===== config.mk =====
export PLATFORM = sky130hd
export DESIGN_NAME = sbox_lookup_sequencer
export DESIGN_NICKNAME = d
export VERILOG_FILES = /design/src/rtl/sbox_lookup_sequencer.sv
export SDC_FILE = /design/constraint.sdc
export NUM_CORES = 1
export LEC_CHECK = 0
export BUFFER_PORTS_ARGS = -buffer_cell sky130_fd_sc_hd__buf_2
export CAP_MARGIN = 20
export CORE_MARGIN = 3
export CORE_UTILIZATION = 54
export CTS_BUF_LIST = sky130_fd_sc_hd__clkbuf_4 sky130_fd_sc_hd__clkbuf_8 sky130_fd_sc_hd__clkbuf_16
export DETAILED_ROUTE_END_ITERATION = 8
export MAX_ROUTING_LAYER = met4
export PLACE_DENSITY_LB_ADDON = 0.2
export SETUP_SLACK_MARGIN = 0.15
export SYNTH_ARGS = -nofsm -noshare
export SYNTH_HDL_FRONTEND = slang
export SYNTH_SLANG_ARGS = --single-unit

===== constraint.sdc =====
create_clock -name clk -period 4.75 [get_ports clk]
set_input_delay 0.95 -clock clk [delete_from_list [all_inputs] [get_ports clk]]
set_output_delay 0.95 -clock clk [all_outputs]
set_load 0.1 [all_outputs]

===== src/rtl/sbox_lookup_sequencer.sv =====
// DES S-box lookup sequencer: walks the eight 6-bit chunks of one expanded word,
// drives box/row/col selects into the external S-box ROM and assembles the 32-bit result.
module sbox_lookup_sequencer #(
  parameter int NBOX = 8
) (
  input  logic                 clk,
  input  logic                 rst_n,
  input  logic                 i_in_valid,
  output logic                 o_in_ready,
  input  logic [6*NBOX-1:0]    i_in_data,
  output logic [2:0]           o_lut_box,
  output logic [1:0]           o_lut_row,
  output logic [3:0]           o_lut_col,
  input  logic [3:0]           i_lut_data,
  output logic                 o_out_valid,
  input  logic                 i_out_ready,
  output logic [4*NBOX-1:0]    o_out_data,
  output logic                 o_busy
);

  localparam int IW = 6 * NBOX;
  localparam int OW = 4 * NBOX;
  localparam int KW = (NBOX > 1) ? $clog2(NBOX) : 1;
  localparam logic [KW-1:0] KLAST = KW'(NBOX - 1);

  typedef enum logic [1:0] {
    IDLE = 2'd0,
    RUN  = 2'd1,
    DONE = 2'd2
  } state_t;

  state_t          r_state;
  logic [KW-1:0]   r_k;
  logic [IW-1:0]   r_data;
  logic [OW-1:0]   r_acc;
  logic [1:0]      r_rstSync;

  logic            w_rstn;
  logic            w_run;
  logic [5:0]      w_chunk;
  logic [OW-1:0]   w_accNext;

  // Assertion follows rst_n immediately; release is aligned to clk by two flops.
  always_ff @(posedge clk or negedge rst_n) begin
    if (!rst_n) begin
      r_rstSync <= 2'b00;
    end else begin
      r_rstSync <= {r_rstSync[0], 1'b1};
    end
  end

  assign w_rstn = r_rstSync[1];

  // The captured word shifts left one chunk per lookup, so the current chunk is always the top 6 bits.
  assign w_run     = (r_state == RUN);
  assign w_chunk   = r_data[IW-1 -: 6];
  assign w_accNext = (r_acc << 4) | OW'(i_lut_data);

  assign o_lut_box  = w_run ? 3'(r_k) : 3'd0;
  assign o_lut_row  = w_run ? {w_chunk[5], w_chunk[0]} : 2'd0;
  assign o_lut_col  = w_run ? w_chunk[4:1] : 4'd0;
  assign o_in_ready = (r_state == IDLE);
  assign o_busy     = (r_state == RUN) || (r_state == DONE);

  always_ff @(posedge clk or negedge w_rstn) begin
    if (!w_rstn) begin
      r_state     <= IDLE;
      r_k         <= '0;
      r_data      <= '0;
      r_acc       <= '0;
      o_out_valid <= 1'b0;
      o_out_data  <= '0;
    end else begin
      case (r_state)
        IDLE: begin
          if (i_in_valid) begin
            r_data  <= i_in_data;
            r_k     <= '0;
            r_state <= RUN;
          end
        end
        RUN: begin
          r_data <= r_data << 6;
          if (r_k == KLAST) begin
            o_out_data  <= w_accNext;
            o_out_valid <= 1'b1;
            r_acc       <= '0;
            r_k         <= '0;
            r_state     <= DONE;
          end else begin
            r_acc <= w_accNext;
            r_k   <= r_k + 1'b1;
          end
        end
        DONE: begin
          if (i_out_ready) begin
            o_out_valid <= 1'b0;
            r_state     <= IDLE;
          end
        end
        default: begin
          r_state <= IDLE;
        end
      endcase
    end
  end

endmodule


After elaboration in Yosys (flattened, before gate mapping)
Index checks and enable logic that the tools add are counted.
Operators by class
  multiplexer cells: 16
  add/subtract/negate cells: 1
  bitwise operators: 1
  reduce and logical (&&, ||, !) cells: 8
  eq/ne operators: 6
Operators by type and width (count)
  $pmux W48 S2: 1
  $mux W48: 1
  $or A32 B4 Y32: 1
  $mux W28: 1
  $mux W3: 3
  $mux W2: 4
  $pmux W2 S3: 1
  $pmux W3 S2: 1
  $reduce_and A3 Y1: 2
  $mux W4: 1
  $ne A2 B2 Y1 const B: 2
  $reduce_and A2 Y1: 2
  $reduce_bool A2 Y1: 2
  $add A3 B1 Y3 const B: 1
  $eq A3 B3 Y1 const B: 1
  $eq A2 B1 Y1 const B: 1
  $eq A2 B2 Y1 const B: 1
  $logic_not A2 Y1: 1
  $mux W1: 2
  $ne A2 B1 Y1 const B: 1
  $pmux W1 S2: 1
  $logic_or A1 B1 Y1: 1
Storage, ports and cells
  input bits: 56
  flip-flop bits (word level): 116
  word-level logic and storage cells: 39

Longest topological paths before layout
  depth in word-level cells: 3
  depth in mapped cells: 8
  gate-level depth less buffers: 5

Worst setup path after synthesis
OpenSTA, ideal clock, no wires.
  path kind: flip-flop to output port
  start point: register r_state[1]
  end point: output port o_lut_box[0]
  arrival time: 1.830 ns
  required time: 3.800 ns
  cell stages (with the launch flop): 7
  path slack: 1.970 ns
  path through: dfrtp_1 > inv_1 > ha_1 > buf_4 > buf_6 > clkbuf_1 > and2_1
On the way
  cells in the longest elaborated chain, start to end: 2
Ends and longest elaborated chain
  start, declared: RTL line 32  | state_t r_state;
  start signal, assigned: RTL line 67  | r_state <= IDLE;
  start signal, assigned: RTL line 79  | r_state <= RUN;
  start signal, assigned: RTL line 89  | r_state <= DONE;
  $eq A2 B1 Y1: RTL line 55  | assign w_run = (r_state == RUN);
  $mux W3: RTL line 59  | assign o_lut_box = w_run ? 3'(r_k) : 3'd0;
  end, declared: RTL line 11  | output logic [2:0] o_lut_box,
Every way passes these cells.

Final worst setup path
  start point: register r_state[1]
  end point: register r_acc[20]
On the way
  cells in the longest elaborated chain, start to end: 1
Ends and longest elaborated chain
  $eq A2 B1 Y1: RTL line 74  | case (r_state)
  end signal, assigned: RTL line 91  | r_acc <= w_accNext;
  end, declared: RTL line 35  | logic [OW-1:0] r_acc;
Every way passes these cells.
A chain may end at the register's enable or synchronous reset.

==> metrics.log <==
[metrics] Via density: 5.30
[metrics] commonest non-fill, non-tap cells in the layout: dfrtp_1 (115), buf_2 (99), nand2_1 (57)
[metrics] R2R Path Start: r_state[1]
[metrics] clock latency at the later pin of the worst-skew pair: 0.51 ns
[metrics] DRC violation count after routing: 0
[metrics] R2R Path End: r_acc[20]
[metrics] Synth top area share: 60.1%
[metrics] standard-cell rows: 33
[metrics] Die Width: 101 microns
[metrics] # clock sinks: 116
[metrics] Max-Cap Viols: 0
[metrics] reg-to-reg setup timing slack: 1.78 ns
[metrics] layout overhead on the synthesized area: 22.4%
[metrics] number of synthesized register bits: 116
[metrics] Avg Synthesized Cell Area: 12.6 sq um
[metrics] Synth Cell Area: 4830 sq um
[metrics] Clock Tree Root: clkbuf_8
[metrics] Pre-antenna DRT Iters: 4
[metrics] Setup crit start kind: flip-flop
[metrics] count of nets left with antenna violations after detail routing: 0
[metrics] global-route wire length before repair: 15600 microns
[metrics] slew at the pin with the worst max-slew slack: 0.781 ns
[metrics] total of endpoints with negative setup slack in the final report: 0
[metrics] drt initial violations: 147
[metrics] buffer levels on the longest clock path: 2
[metrics] hold-fix buffer count after cts: 0
[metrics] count of input and output buffers: 99
[metrics] CORE AREA: 8460 sq um
[metrics] Synth Instances: 384
[metrics] maximum fanout encountered on the critical timing path: 43
[metrics] Die Y: 101 microns
[metrics] pin count of the biggest net entering global routing: 96
[metrics] run status: finished clean
[metrics] Starting Density: 57.1%
[metrics] Post-CTS Setup Bufs: 0
[metrics] Max-Slew Margin vs Limit: 47.9%
[metrics] fin crit period: 2.97 ns
[metrics] Worst Path Arrival: 3.40 ns
[metrics] Net Count, Synth: 446
[metrics] post-route setup TNS: 0 ns
[metrics] nets@finish: 543
[metrics] via count of the first global-routing pass: 3242
[metrics] total via count after detailed routing: 3172
[metrics] number of gates given a new drive strength after cts: 0
[metrics] distinct cell type count of the synthesized netlist: 24
[metrics] Critical Path RT: 5.18 ns
[metrics] cts bufs inserted: 17
[metrics] area of the die: 10100 sq um
[metrics] top post-synthesis cells by area: dfrtp_1 (60%), mux2i_1 (8.9%), mux2_2 (6.8%)
[metrics] number of hold violations in the final report: 0
[metrics] WL final: 9270 microns
[metrics] placed wire-length estimate after detailed placement: 6050 microns
[metrics] cell accounting for the most synthesized area: dfrtp_1
[metrics] final setup skew: 0.0102 ns
[metrics] max frequency: 337 MHz
[metrics] sequential-to-total area share from yosys stat: 60.1%
[metrics] placer's final routability congestion estimate: 0.753
[metrics] Critical Path Sink Type: flip-flop
[metrics] final global-route overflow total: 0
[metrics] number of inserted diodes: 0
[metrics] most common cell after layout, fill and taps aside: dfrtp_1
[metrics] clock slew at reported path FFs: 0.06 ns
[metrics] CTS H-tree depth: 4
[metrics] cells on worst reg2reg path: 6
[metrics] count of warnings emitted by yosys: 0
[metrics] average wire per cell in the routed design: 15.5 microns
[metrics] ports placed on the boundary: 100
[metrics] type of the most critical hold path: primary input to asynchronous set/reset pin
[metrics] TritonCTS clock tree: built
[metrics] layout cells sized above 1: 34.2%
[metrics] crit share post-route: 62.5%
[metrics] number of antenna violations at the first check in global routing: 0
[metrics] unrepaired setup endpoints after global routing: false
[metrics] total track usage: 20.1%
[metrics] critical path class: flip-flop to flip-flop
[metrics] Final Max Tran Viols: 0
area by class of cell:
class	instances	area (sq um)
clock buffers	21	457
inverters	5	18.8
flip-flops and latches	116	2910
well taps	105	131
multi-input cells	238	1740
repair buffers	103	526
fillers	631	2550
clock inverters	11	128
registers in the layout, summed over array words and instances, names as in the netlist:
name and flops:
r_acc 28, r_k 3, r_rstSync 2, r_state 2
o_out_valid 1, r_data 48, o_out_data 32
synth_stat cells (all sizes together):
| master | instances |
|---|---|
| nor2 | 2 |
| ha | 6 |
| buf | 20 |
| mux2i | 44 |
| conb | 1 |
| a22o | 28 |
| clkbuf | 5 |
| a31oi | 4 |
| mux2 | 32 |
| a32o | 3 |
| nand2 | 57 |
| dfrtp | 116 |
| o21ai | 49 |
| nand2b | 3 |
| and2 | 9 |
| inv | 5 |
cells by family after synthesis:
kind of cell	Yosys count	share of synthesized area (%)
flops	116	60.1
compound gates	84	11.3
mux	76	16.8
simple gates	71	6.29
buf+inv	30	3.86
fa+ha+maj	6	1.55
other cells	1	0.0776
worst max-delay path, stage by stage (launching register included):
cell and delay (ns):
dfrtp_1 0.39, inv_1 0.10, ha_2 0.40, buf_4 0.63, inv_2 0.46, nor2_4 0.64, a22o_1 0.24
per-stage QoR:
stage	cells	setup WS [ns]	area, sq um	utilization (%)	hold slack (ns)
6_report	599	1.78	5910	69.8	0.219
5_1_grt	599	1.57	5910	69.8	0.202
4_1_cts	599	1.77	5910	69.8	0.204
3_5_place_dp	567	1.83	5330	62.9	0.343
3_3_place_gp	567	1.92	5330	62.9	0.334
2_1_floorplan	384	1.28	4830	-	0.331
how the worst max path moves through the flow:
stage / from / endpoint / slack (ns) / cells after the start
after global routing: r_state[1] / r_acc[20] / 1.57 / 6
after detailed placement: r_state[1] / r_acc[12] / 1.83 / 6
after global placement: r_state[1] / r_acc[27] / 1.92 / 6
after floorplan: r_rstSync[1] / o_out_data[0] / 1.28 / 0
after CTS: r_state[1] / o_lut_col[3] / 1.77 / 4
final: r_state[1] / r_acc[20] / 1.78 / 6
per-layer routing:
layer | up-vias | global-route usage, % | wire [microns]
met1 | 1531 | 27.4 | 4330
met5 | - | - | 0
met4 | 0 | 7.46 | 155
li1 | 1552 | - | -
met3 | 14 | 5.05 | 417
met2 | 75 | 29.5 | 4370
Power is not shown: default switching activity piles up to over one toggle a cycle in this logic, so the estimate is an artifact.
